File: src/rtl/branch_resolve_unit_pkg.sv
// Shared branch-predictor definitions: PC width, sequential PC increment and
// the prediction FIFO entry layout.
package branch_resolve_unit_pkg;

  localparam int PC_W = 32;
  localparam logic [PC_W-1:0] PC_INC = 32'd4;

  // One fetched-but-unresolved prediction.
  typedef struct packed {
    logic [PC_W-1:0] pc;
    logic [PC_W-1:0] pred_pc;
  } pred_entry_t;

endpackage

File: src/rtl/branch_resolve_unit_pred_fifo.sv
// pred_fifo: in-order FIFO of fetched predictions with push, pop and flush.
// Flush has priority over push/pop; a push while full only lands when a pop
// frees the head in the same cycle.
module pred_fifo
  import branch_resolve_unit_pkg::*;
#(
  parameter int DEPTH = 4
) (
  input  logic        clk,
  input  logic        reset,
  input  logic        push_i,
  input  logic        pop_i,
  input  logic        flush_i,
  input  pred_entry_t wdata_i,
  output pred_entry_t head_o,
  output logic        full_o,
  output logic        empty_o
);

  localparam int AW = (DEPTH > 1) ? $clog2(DEPTH) : 1;
  localparam int CW = AW + 1;

  pred_entry_t   mem_q [DEPTH];
  logic [AW-1:0] wr_ptr_q, wr_ptr_d;
  logic [AW-1:0] rd_ptr_q, rd_ptr_d;
  logic [CW-1:0] count_q, count_d;
  logic          do_push, do_pop;

  assign empty_o = (count_q == '0);
  assign full_o  = (count_q == CW'(DEPTH));
  assign head_o  = mem_q[rd_ptr_q];
  assign do_pop  = pop_i && !empty_o;
  assign do_push = push_i && (!full_o || do_pop);

  // Next pointer/occupancy: flush empties, otherwise advance per push/pop.
  always_comb begin
    wr_ptr_d = wr_ptr_q;
    rd_ptr_d = rd_ptr_q;
    count_d  = count_q;
    if (flush_i) begin
      wr_ptr_d = '0;
      rd_ptr_d = '0;
      count_d  = '0;
    end else begin
      if (do_push) wr_ptr_d = wr_ptr_q + AW'(1);
      if (do_pop)  rd_ptr_d = rd_ptr_q + AW'(1);
      count_d = count_q + CW'(do_push) - CW'(do_pop);
    end
  end

  // Control state register.
  always_ff @(posedge clk) begin
    if (reset) begin
      wr_ptr_q <= '0;
      rd_ptr_q <= '0;
      count_q  <= '0;
    end else begin
      wr_ptr_q <= wr_ptr_d;
      rd_ptr_q <= rd_ptr_d;
      count_q  <= count_d;
    end
  end

  // Entry storage; data is not reset, occupancy decides validity.
  always_ff @(posedge clk) begin
    if (do_push && !flush_i) mem_q[wr_ptr_q] <= wdata_i;
  end

endmodule

File: src/rtl/branch_resolve_unit.sv
// branch_resolve_unit: compares each EX-stage instruction against the oldest
// outstanding fetch prediction, redirects fetch on a mismatch and reports
// resolved control transfers to the predictor one cycle later.
// Optional feature macro BRU_STATS_EN adds saturating ctrl/mispredict counters.
module branch_resolve_unit
  import branch_resolve_unit_pkg::*;
#(
  parameter int FIFO_DEPTH = 4
) (
  input  logic            clk,
  input  logic            reset,
  input  logic            fetch_valid,
  input  logic [PC_W-1:0] fetch_pc,
  input  logic [PC_W-1:0] fetch_pred_pc,
  output logic            fifo_full,
  input  logic            ex_valid,
  input  logic            ex_is_ctrl,
  input  logic [PC_W-1:0] ex_pc,
  input  logic            ex_taken,
  input  logic [PC_W-1:0] ex_target,
  output logic            redirect,
  output logic [PC_W-1:0] redirect_pc,
  output logic            update_pred,
  output logic [PC_W-1:0] branch_inst_address,
  output logic [PC_W-1:0] resolved_next_pc,
  output logic            predictor_wrong,
`ifdef BRU_STATS_EN
  output logic [31:0]     ctrl_count,
  output logic [31:0]     mispredict_count,
`endif
  output logic            proto_err
);

  pred_entry_t     head;
  logic            fifo_empty;
  logic            resolve, pc_mismatch, pred_miss, push_req, push_en;
  logic [PC_W-1:0] actual_next;
  logic            upd_q, upd_d, wrong_q, proto_q, proto_d;
  logic [PC_W-1:0] addr_q, next_q;

  pred_fifo #(.DEPTH(FIFO_DEPTH)) u_fifo (
    .clk     (clk),
    .reset   (reset),
    .push_i  (push_en),
    .pop_i   (resolve),
    .flush_i (redirect),
    .wdata_i ('{pc: fetch_pc, pred_pc: fetch_pred_pc}),
    .head_o  (head),
    .full_o  (fifo_full),
    .empty_o (fifo_empty)
  );

  // Resolution and comparison against the FIFO head.
  always_comb begin
    actual_next = (ex_is_ctrl && ex_taken) ? ex_target : ex_pc + PC_INC;
    resolve     = ex_valid && !fifo_empty;
    pc_mismatch = (ex_pc != head.pc);
    pred_miss   = (actual_next != head.pred_pc);
    redirect    = !reset && resolve && (pc_mismatch || pred_miss);
    redirect_pc = reset ? '0 : actual_next;
    push_req    = fetch_valid && !redirect;
    push_en     = push_req && (!fifo_full || resolve);
    upd_d       = resolve && ex_is_ctrl;
    proto_d     = proto_q
                | (ex_valid && fifo_empty)
                | (resolve && pc_mismatch)
                | (push_req && fifo_full && !resolve);
  end

  // Registered predictor-update bus and sticky protocol flag.
  always_ff @(posedge clk) begin
    if (reset) begin
      upd_q   <= 1'b0;
      wrong_q <= 1'b0;
      addr_q  <= '0;
      next_q  <= '0;
      proto_q <= 1'b0;
    end else begin
      upd_q   <= upd_d;
      proto_q <= proto_d;
      if (upd_d) begin
        wrong_q <= pred_miss;
        addr_q  <= ex_pc;
        next_q  <= actual_next;
      end
    end
  end

  assign update_pred         = upd_q;
  assign predictor_wrong     = wrong_q;
  assign branch_inst_address = addr_q;
  assign resolved_next_pc    = next_q;
  assign proto_err           = proto_q;

`ifdef BRU_STATS_EN
  logic [31:0] ctrl_cnt_q, mis_cnt_q;

  // Saturating counters of reported updates and mispredictions.
  always_ff @(posedge clk) begin
    if (reset) begin
      ctrl_cnt_q <= '0;
      mis_cnt_q  <= '0;
    end else if (upd_q) begin
      if (ctrl_cnt_q != '1) ctrl_cnt_q <= ctrl_cnt_q + 32'd1;
      if (wrong_q && (mis_cnt_q != '1)) mis_cnt_q <= mis_cnt_q + 32'd1;
    end
  end

  assign ctrl_count       = ctrl_cnt_q;
  assign mispredict_count = mis_cnt_q;
`endif

endmodule

File: config.mk
export PLATFORM = sky130hd
export DESIGN_NAME = branch_resolve_unit
export DESIGN_NICKNAME = d
export VERILOG_FILES = /design/src/rtl/branch_resolve_unit_pkg.sv /design/src/rtl/branch_resolve_unit_pred_fifo.sv /design/src/rtl/branch_resolve_unit.sv
export SDC_FILE = /design/constraint.sdc
export NUM_CORES = 1
export LEC_CHECK = 0
export ABC_AREA = 1
export BUFFER_PORTS_ARGS = -buffer_cell sky130_fd_sc_hd__buf_2
export CELL_PAD_IN_SITES_DETAIL_PLACEMENT = 0
export CELL_PAD_IN_SITES_GLOBAL_PLACEMENT = 2
export CORE_AREA = 2 2 196 198
export CTS_BUF_LIST = sky130_fd_sc_hd__clkbuf_8
export CTS_CLUSTER_DIAMETER = 120
export DETAILED_ROUTE_END_ITERATION = 10
export DIE_AREA = 0 0 198 200
export HOLD_SLACK_MARGIN = 0.08
export PLACE_DENSITY = 0.95
export SYNTH_ARGS = -nofsm -noshare
export SYNTH_HDL_FRONTEND = slang
export SYNTH_HIERARCHICAL = 1
export SYNTH_SLANG_ARGS = --single-unit
File: constraint.sdc
create_clock -name clk -period 14.6 [get_ports clk]
set_input_delay 0 -clock clk [delete_from_list [all_inputs] [get_ports clk]]
set_output_delay 0 -clock clk [all_outputs]
set_load 0.01 [all_outputs]
== Word level (Yosys, flattened, before mapping) ==
Memories as Yosys holds them, arrays and structs flattened. A register that Yosys moved wholly into a read port is not among the register bits.
Cells that the tools add are included.
Storage, ports and cells
  bits in registers: 74
  latch bits: 0
  bits in writable memories: 256
  memory bits (read-only): 0
  bits of input ports: 134
  output and inout port bits: 101
  logic and storage cells: 50
  memories kept: 1
Memory list
  u_fifo.mem_q: words 4, width 64, read ports 1, clocked after memory_dff 1, wr ports 1, RTL line branch_resolve_unit_pred_fifo.sv:23  | pred_entry_t mem_q [DEPTH];
Cells by class
  $add $sub $neg: 5
  multiply operators: 0
  div/mod/pow operators: 0
  $lt $le $gt $ge: 0
  equality and inequality tests: 3
  shift operators: 0
  muxes and demuxes: 6
  bitwise operators: 3
  reductions and logical operators: 24
Operator list (count)
  32-bit 2-to-1 mux: 2
  32-bit != test: 2
  32-bit by 3-bit adder with 32-bit output (second input constant): 1
  1-bit logical AND: 14
  1-bit zero test: 5
  2-bit by 1-bit adder with 2-bit output (second input constant): 2
  2-bit 2-to-1 mux: 2
  3-bit by 1-bit adder with 3-bit output: 1
  3-bit == test (second input constant): 1
  3-bit zero test: 1
  1-bit logical OR: 3
  1-bit bitwise OR: 3
  3-bit by 1-bit subtractor with 3-bit output: 1
  1-bit 2-to-1 mux: 2
  2-bit OR reduction: 1

== Depth between registers and ports, before layout ==
  depth in word-level cells: 12
  gate-level depth with buffers: 27
  mapped depth without buffers: 27

== By module ==
The synthesis kept the hierarchy.
Modules (own cells, without submodules)
  pred_fifo: instances 1, cells an instance 692, area an instance 10002.1 sq um, seq. area each 7867.5 sq um
  branch_resolve_unit: instances 1, cells an instance 788, area an instance 4785.8 sq um, seq. area each 1341.3 sq um

== Worst setup path after synthesis ==
No wires, ideal clock.
  path type: flip-flop to flip-flop
  start point: reg with a tool-made name
  end point: mem u_fifo/mem_q[0][0] (netlist bit), enable pin
  library setup time: 0.486 ns
  arrival: 4.990 ns
  required time: 14.114 ns
  path slack: 9.124 ns
  cell stages (with the launch flop): 19
  buffers on the path: 3
  period minus slack after synthesis: 5.476 ns
  cells stage by stage: dfxtp_1 buf_6 inv_4 buf_6 buf_6 nor2_1 o22ai_1 xnor2_1 nand4_1 nor4_1 and3_1 nand4_1 nand2_2 nand2_1 nor2_1 nand2_1 inv_1 nand2_1 nor2_1
RTL lines (RTL line)
  end, declared: branch_resolve_unit_pred_fifo.sv:23

==> load_flow_metrics.sql <==
INSERT INTO impl_metrics (metric_group, metric, value, unit) VALUES
('routing', 'route.antenna.remaining_nets', '0', ''),
('synth', 'synth_cell_types', '39', ''),
('timing', 'worst_pin_slew', '1.291', 'ns'),
('timing', 'timing.setup.tns', '0', 'ns'),
('synth', 'synth_compound_area_frac', '0.1218', ''),
('clock_tree', 'ctsHoldBuffers', '147', ''),
('timing', 'min_period', '6.487', 'ns'),
('floorplan', 'die_height', '200', 'um'),
('synth', 'largest_family_of_logic_cells_by_synthesized_area', 'simple AND/OR/NAND/NOR gates', ''),
('routing', 'drt_pass1_iterations', '6', ''),
('synth', 'synthSimpleGateAreaFrac', '0.1832', ''),
('run_status', 'status', 'finished clean', ''),
('synth', 'postSynth.asyncResetShare', '0', ''),
('power', 'relative_contribution_of_sequential_cells_to_total_power', '0.437', ''),
('placement', 'dp_cells', '2165', ''),
('finish', 'flow.area_growth_from_synthesis', '29.31', '%'),
('timing', 'worst_slew_margin_rel', '0.1375', ''),
('hold_path', 'min_delay_worst_endpoint', 'u_fifo/mem_q[2][45]', ''),
('finish', 'final_common_cell', 'sky130_fd_sc_hd__edfxtp_1', ''),
('floorplan', 'die_span_x', '198', 'um'),
('setup_path', 'reg2reg_to', 'u_fifo/mem_q[0][56]', ''),
('placement', 'port-buffer-count', '234', ''),
('setup_path', 'setup.worst_path.end_class', 'flip-flop', ''),
('placement', 'gpl.final_weighted_congestion', '0.8615', ''),
('timing', 'fin_crit_sh', '0.4443', ''),
('clock_tree', 'cts_post_setup_buffers_inserted', '0', ''),
('flow_run', 'max_cap_viol_count', '0', ''),
('synth', 'gate_count_after_technology_mapping', '1480', ''),
('setup_path', 'path_common_cell', 'sky130_fd_sc_hd__nand2_1', ''),
('routing', 'post-route-drc-count', '0', ''),
('power', 'power.internal', '1.963', 'mW'),
('synth', 'yosys.area_share.adder', '0.006430', ''),
('finish', 'filler_cell_count', '3364', ''),
('setup_path', 'worst-path-max-fanout', '65', ''),
('power', 'p_per_area', '147.5', 'nW/um^2'),
('global_route', 'global_route_wire_length_before_repair', '69360', 'um'),
('global_route', 'largest_net_degree_at_the_start_of_global_routing', '95', ''),
('power', 'switchingPower', '0.8571', 'mW'),
('setup_path', 'type_of_the_setup_path_with_the_least_slack', 'flip-flop to flip-flop', ''),
('floorplan', 'die_area', '39600', 'um^2'),
('clock_tree', 'clockBufferDepth', '3', ''),
('placement', 'dpl.hpwl', '31400', 'um'),
('global_route', 'antenna_found_initial', '1', ''),
('synth', 'yosys-top-cells-area', 'sky130_fd_sc_hd__edfxtp_1, sky130_fd_sc_hd__dfxtp_1, sky130_fd_sc_hd__nand2_1, sky130_fd_sc_hd__nor2_1, sky130_fd_sc_hd__o21ai_0', ''),
('clock_tree', 'tritoncts', 'built', ''),
('power', 'worst_ir_drop_vdd', '0.06994', 'mV'),
('synth', 'synth.avg_cell_area', '9.992', 'um^2'),
('timing', 'timing_hold_violations_final', '0', ''),
('power', 'p_leak', '7.768', 'nW'),
('finish', 'drive_gt1_frac', '0.2127', ''),
('setup_path', 'worstPathCellList', 'buf_4, clkinv_1, buf_4, o21ai_1, o22ai_1, xnor2_1, nand2_1, nor4_1, and3_1, nand4_1, nand2_2, nand2_1, nor2_1, nand2_1, inv_1, nand2_1, nor2_4, buf_4', ''),
('finish', 'most-common-layout-cells', 'sky130_fd_sc_hd__edfxtp_1, sky130_fd_sc_hd__nand2_1, sky130_fd_sc_hd__buf_2', ''),
('floorplan', 'design.portCount', '235', ''),
('floorplan', 'start_util', '0.3954', ''),
('hold_path', 'hold_path_depth', '2', ''),
('synth', 'synth_xor_area_frac', '0.01658', ''),
('finish', 'finalNonFillerCells', '2421', ''),
('global_route', 'gr-total-overflow', '0', ''),
('timing', 'max_slew_violation_count', '0', ''),
('routing', 'detail_route.wl_per_cell', '19.36', 'um'),
('synth', 'post_synth_instance_area', '14790', 'um^2'),
('clock_tree', 'clkSlewWorstSetupHoldPaths', '0.06', 'ns'),
('routing', 'totalWireLength', '46880', 'um'),
('routing', 'initialDrtViolationCount', '925', ''),
('synth', 'dominantRegCellSynth', 'sky130_fd_sc_hd__edfxtp_1', ''),
('routing', 'routed-via-count', '12300', ''),
('timing', 'achievable-frequency', '154.2', 'MHz'),
('hold_path', 'timing.hold.worst.start', 'fetch_pc[13]', ''),
('global_route', 'first_global_vias', '11750', ''),
('setup_path', 'crit_path_start_kind', 'flip-flop', ''),
('clock_tree', 'root_buffer', 'sky130_fd_sc_hd__clkbuf_8', '');
==> cell type report <==
| type | instances | area, um^2 | area share |
|---|---|---|---|
| clock inverters | 41 | 399.1 | 0.02087 |
| diodes | 1 | 2.502 | 0.0001309 |
| clock buffers | 67 | 922.1 | 0.04822 |
| flip-flops and latches | 332 | 9214 | 0.4818 |
| well taps | 511 | 639.4 | 0.03344 |
| multi-input cells | 989 | 4882 | 0.2553 |
| inverters | 87 | 330.3 | 0.01727 |
| repair buffers | 393 | 2733 | 0.1429 |
==> how the worst max path moves through the flow <==
| stage | startpoint | cells past startpoint | end |
|---|---|---|---|
| 6_report | flip-flop | 18 | u_fifo/mem_q[0][56] |
| 5_1_grt | flip-flop | 18 | u_fifo/mem_q[0][55] |
| 4_1_cts | flip-flop | 18 | u_fifo/mem_q[0][55] |
| 3_5_place_dp | flip-flop | 18 | u_fifo/mem_q[0][54] |
| 3_3_place_gp | flip-flop | 18 | u_fifo/mem_q[0][48] |
| 2_1_floorplan | flip-flop | 18 | u_fifo/mem_q[0][0] |
==> power groups by stage <==
stage | clock network (mW) | registers, mW | logic, mW
after floorplan | 0 | 1.25 | 0.396
after global placement | 0 | 1.25 | 0.588
after detailed placement | 0 | 1.25 | 0.598
after CTS | 0.967 | 1.23 | 0.635
after global routing | 1.01 | 1.25 | 0.707
final | 0.948 | 1.23 | 0.639
==> cell families after synthesis <==
| group | Yosys count |
|---|---|
| AND/OR/NAND/NOR | 617 |
| adder cells (fa/ha/maj) | 7 |
| buffers and inverters | 159 |
| XOR/XNOR | 28 |
| AO/OA/AOI/OAI | 337 |
| flip-flops | 332 |
==> Yosys cell counts, types with 2 or more instances <==
cell type and count:
sky130_fd_sc_hd__nor2_4 5, sky130_fd_sc_hd__buf_2 8, sky130_fd_sc_hd__o21ai_1 61, sky130_fd_sc_hd__ha_1 6, sky130_fd_sc_hd__inv_2 2, sky130_fd_sc_hd__nand2_2 8, sky130_fd_sc_hd__nor2_1 226, sky130_fd_sc_hd__o21ai_0 133
sky130_fd_sc_hd__xor2_1 6, sky130_fd_sc_hd__xnor2_1 22, sky130_fd_sc_hd__nand3_1 52, sky130_fd_sc_hd__nand2_4 2, sky130_fd_sc_hd__nand4_1 12, sky130_fd_sc_hd__nand3b_1 19, sky130_fd_sc_hd__inv_1 83, sky130_fd_sc_hd__o22ai_1 64
sky130_fd_sc_hd__buf_4 3, sky130_fd_sc_hd__dfxtp_1 76, sky130_fd_sc_hd__buf_6 14, sky130_fd_sc_hd__and2_1 3, sky130_fd_sc_hd__nor4_1 3, sky130_fd_sc_hd__clkbuf_1 44, sky130_fd_sc_hd__nor2_2 6, sky130_fd_sc_hd__clkbuf_2 3
sky130_fd_sc_hd__or2_2 34, sky130_fd_sc_hd__nand3_2 3, sky130_fd_sc_hd__a21oi_1 66, sky130_fd_sc_hd__o21bai_1 3, sky130_fd_sc_hd__edfxtp_1 256, sky130_fd_sc_hd__o211ai_1 8, sky130_fd_sc_hd__nand2_1 241
==> metal layers <==
| layer | wire length [um] | up-vias | GRT usage |
|---|---|---|---|
| met4 | 1357 | 2 | 0.08577 |
| met3 | 2979 | 74 | 0.03847 |
| li1 | - | 5904 | - |
| met1 | 20400 | 5814 | 0.3162 |
| met5 | 8 | - | 0 |
| met2 | 22130 | 505 | 0.3914 |
==> worst max-delay path: cells and delay by family (launching register included) <==
family | cells | cell delay (ns)
buf+inv | 5 | 2.48
simple gates | 10 | 2.75
compound gates | 2 | 0.28
xor+xnor | 1 | 0.20
flops | 1 | 0.31
==> stage by stage <==
stage / util / hold slack (ns) / worst slack, ns / cell area [um^2]
2_1_floorplan: - / 0.09887 / 9.124 / 14790
3_3_place_gp: 0.4366 / 0.2119 / 8.512 / 16330
3_5_place_dp: 0.4366 / 0.2168 / 8.288 / 16330
4_1_cts: 0.5112 / 0.08181 / 8.265 / 19120
5_1_grt: 0.5112 / 0.1071 / 7.818 / 19120
6_report: 0.5113 / 0.1214 / 8.113 / 19120
==> registers in the layout (all words and copies together) (netlist names), named ones only <==
register and count:
u_fifo/wr_ptr_q 2, proto_err 1, resolved_next_pc 32, u_fifo/mem_q 256, branch_inst_address 32, update_pred 1, u_fifo/rd_ptr_q 2, u_fifo/count_q 3
predictor_wrong 1
Note: power is estimated with default switching activity, not from simulation.
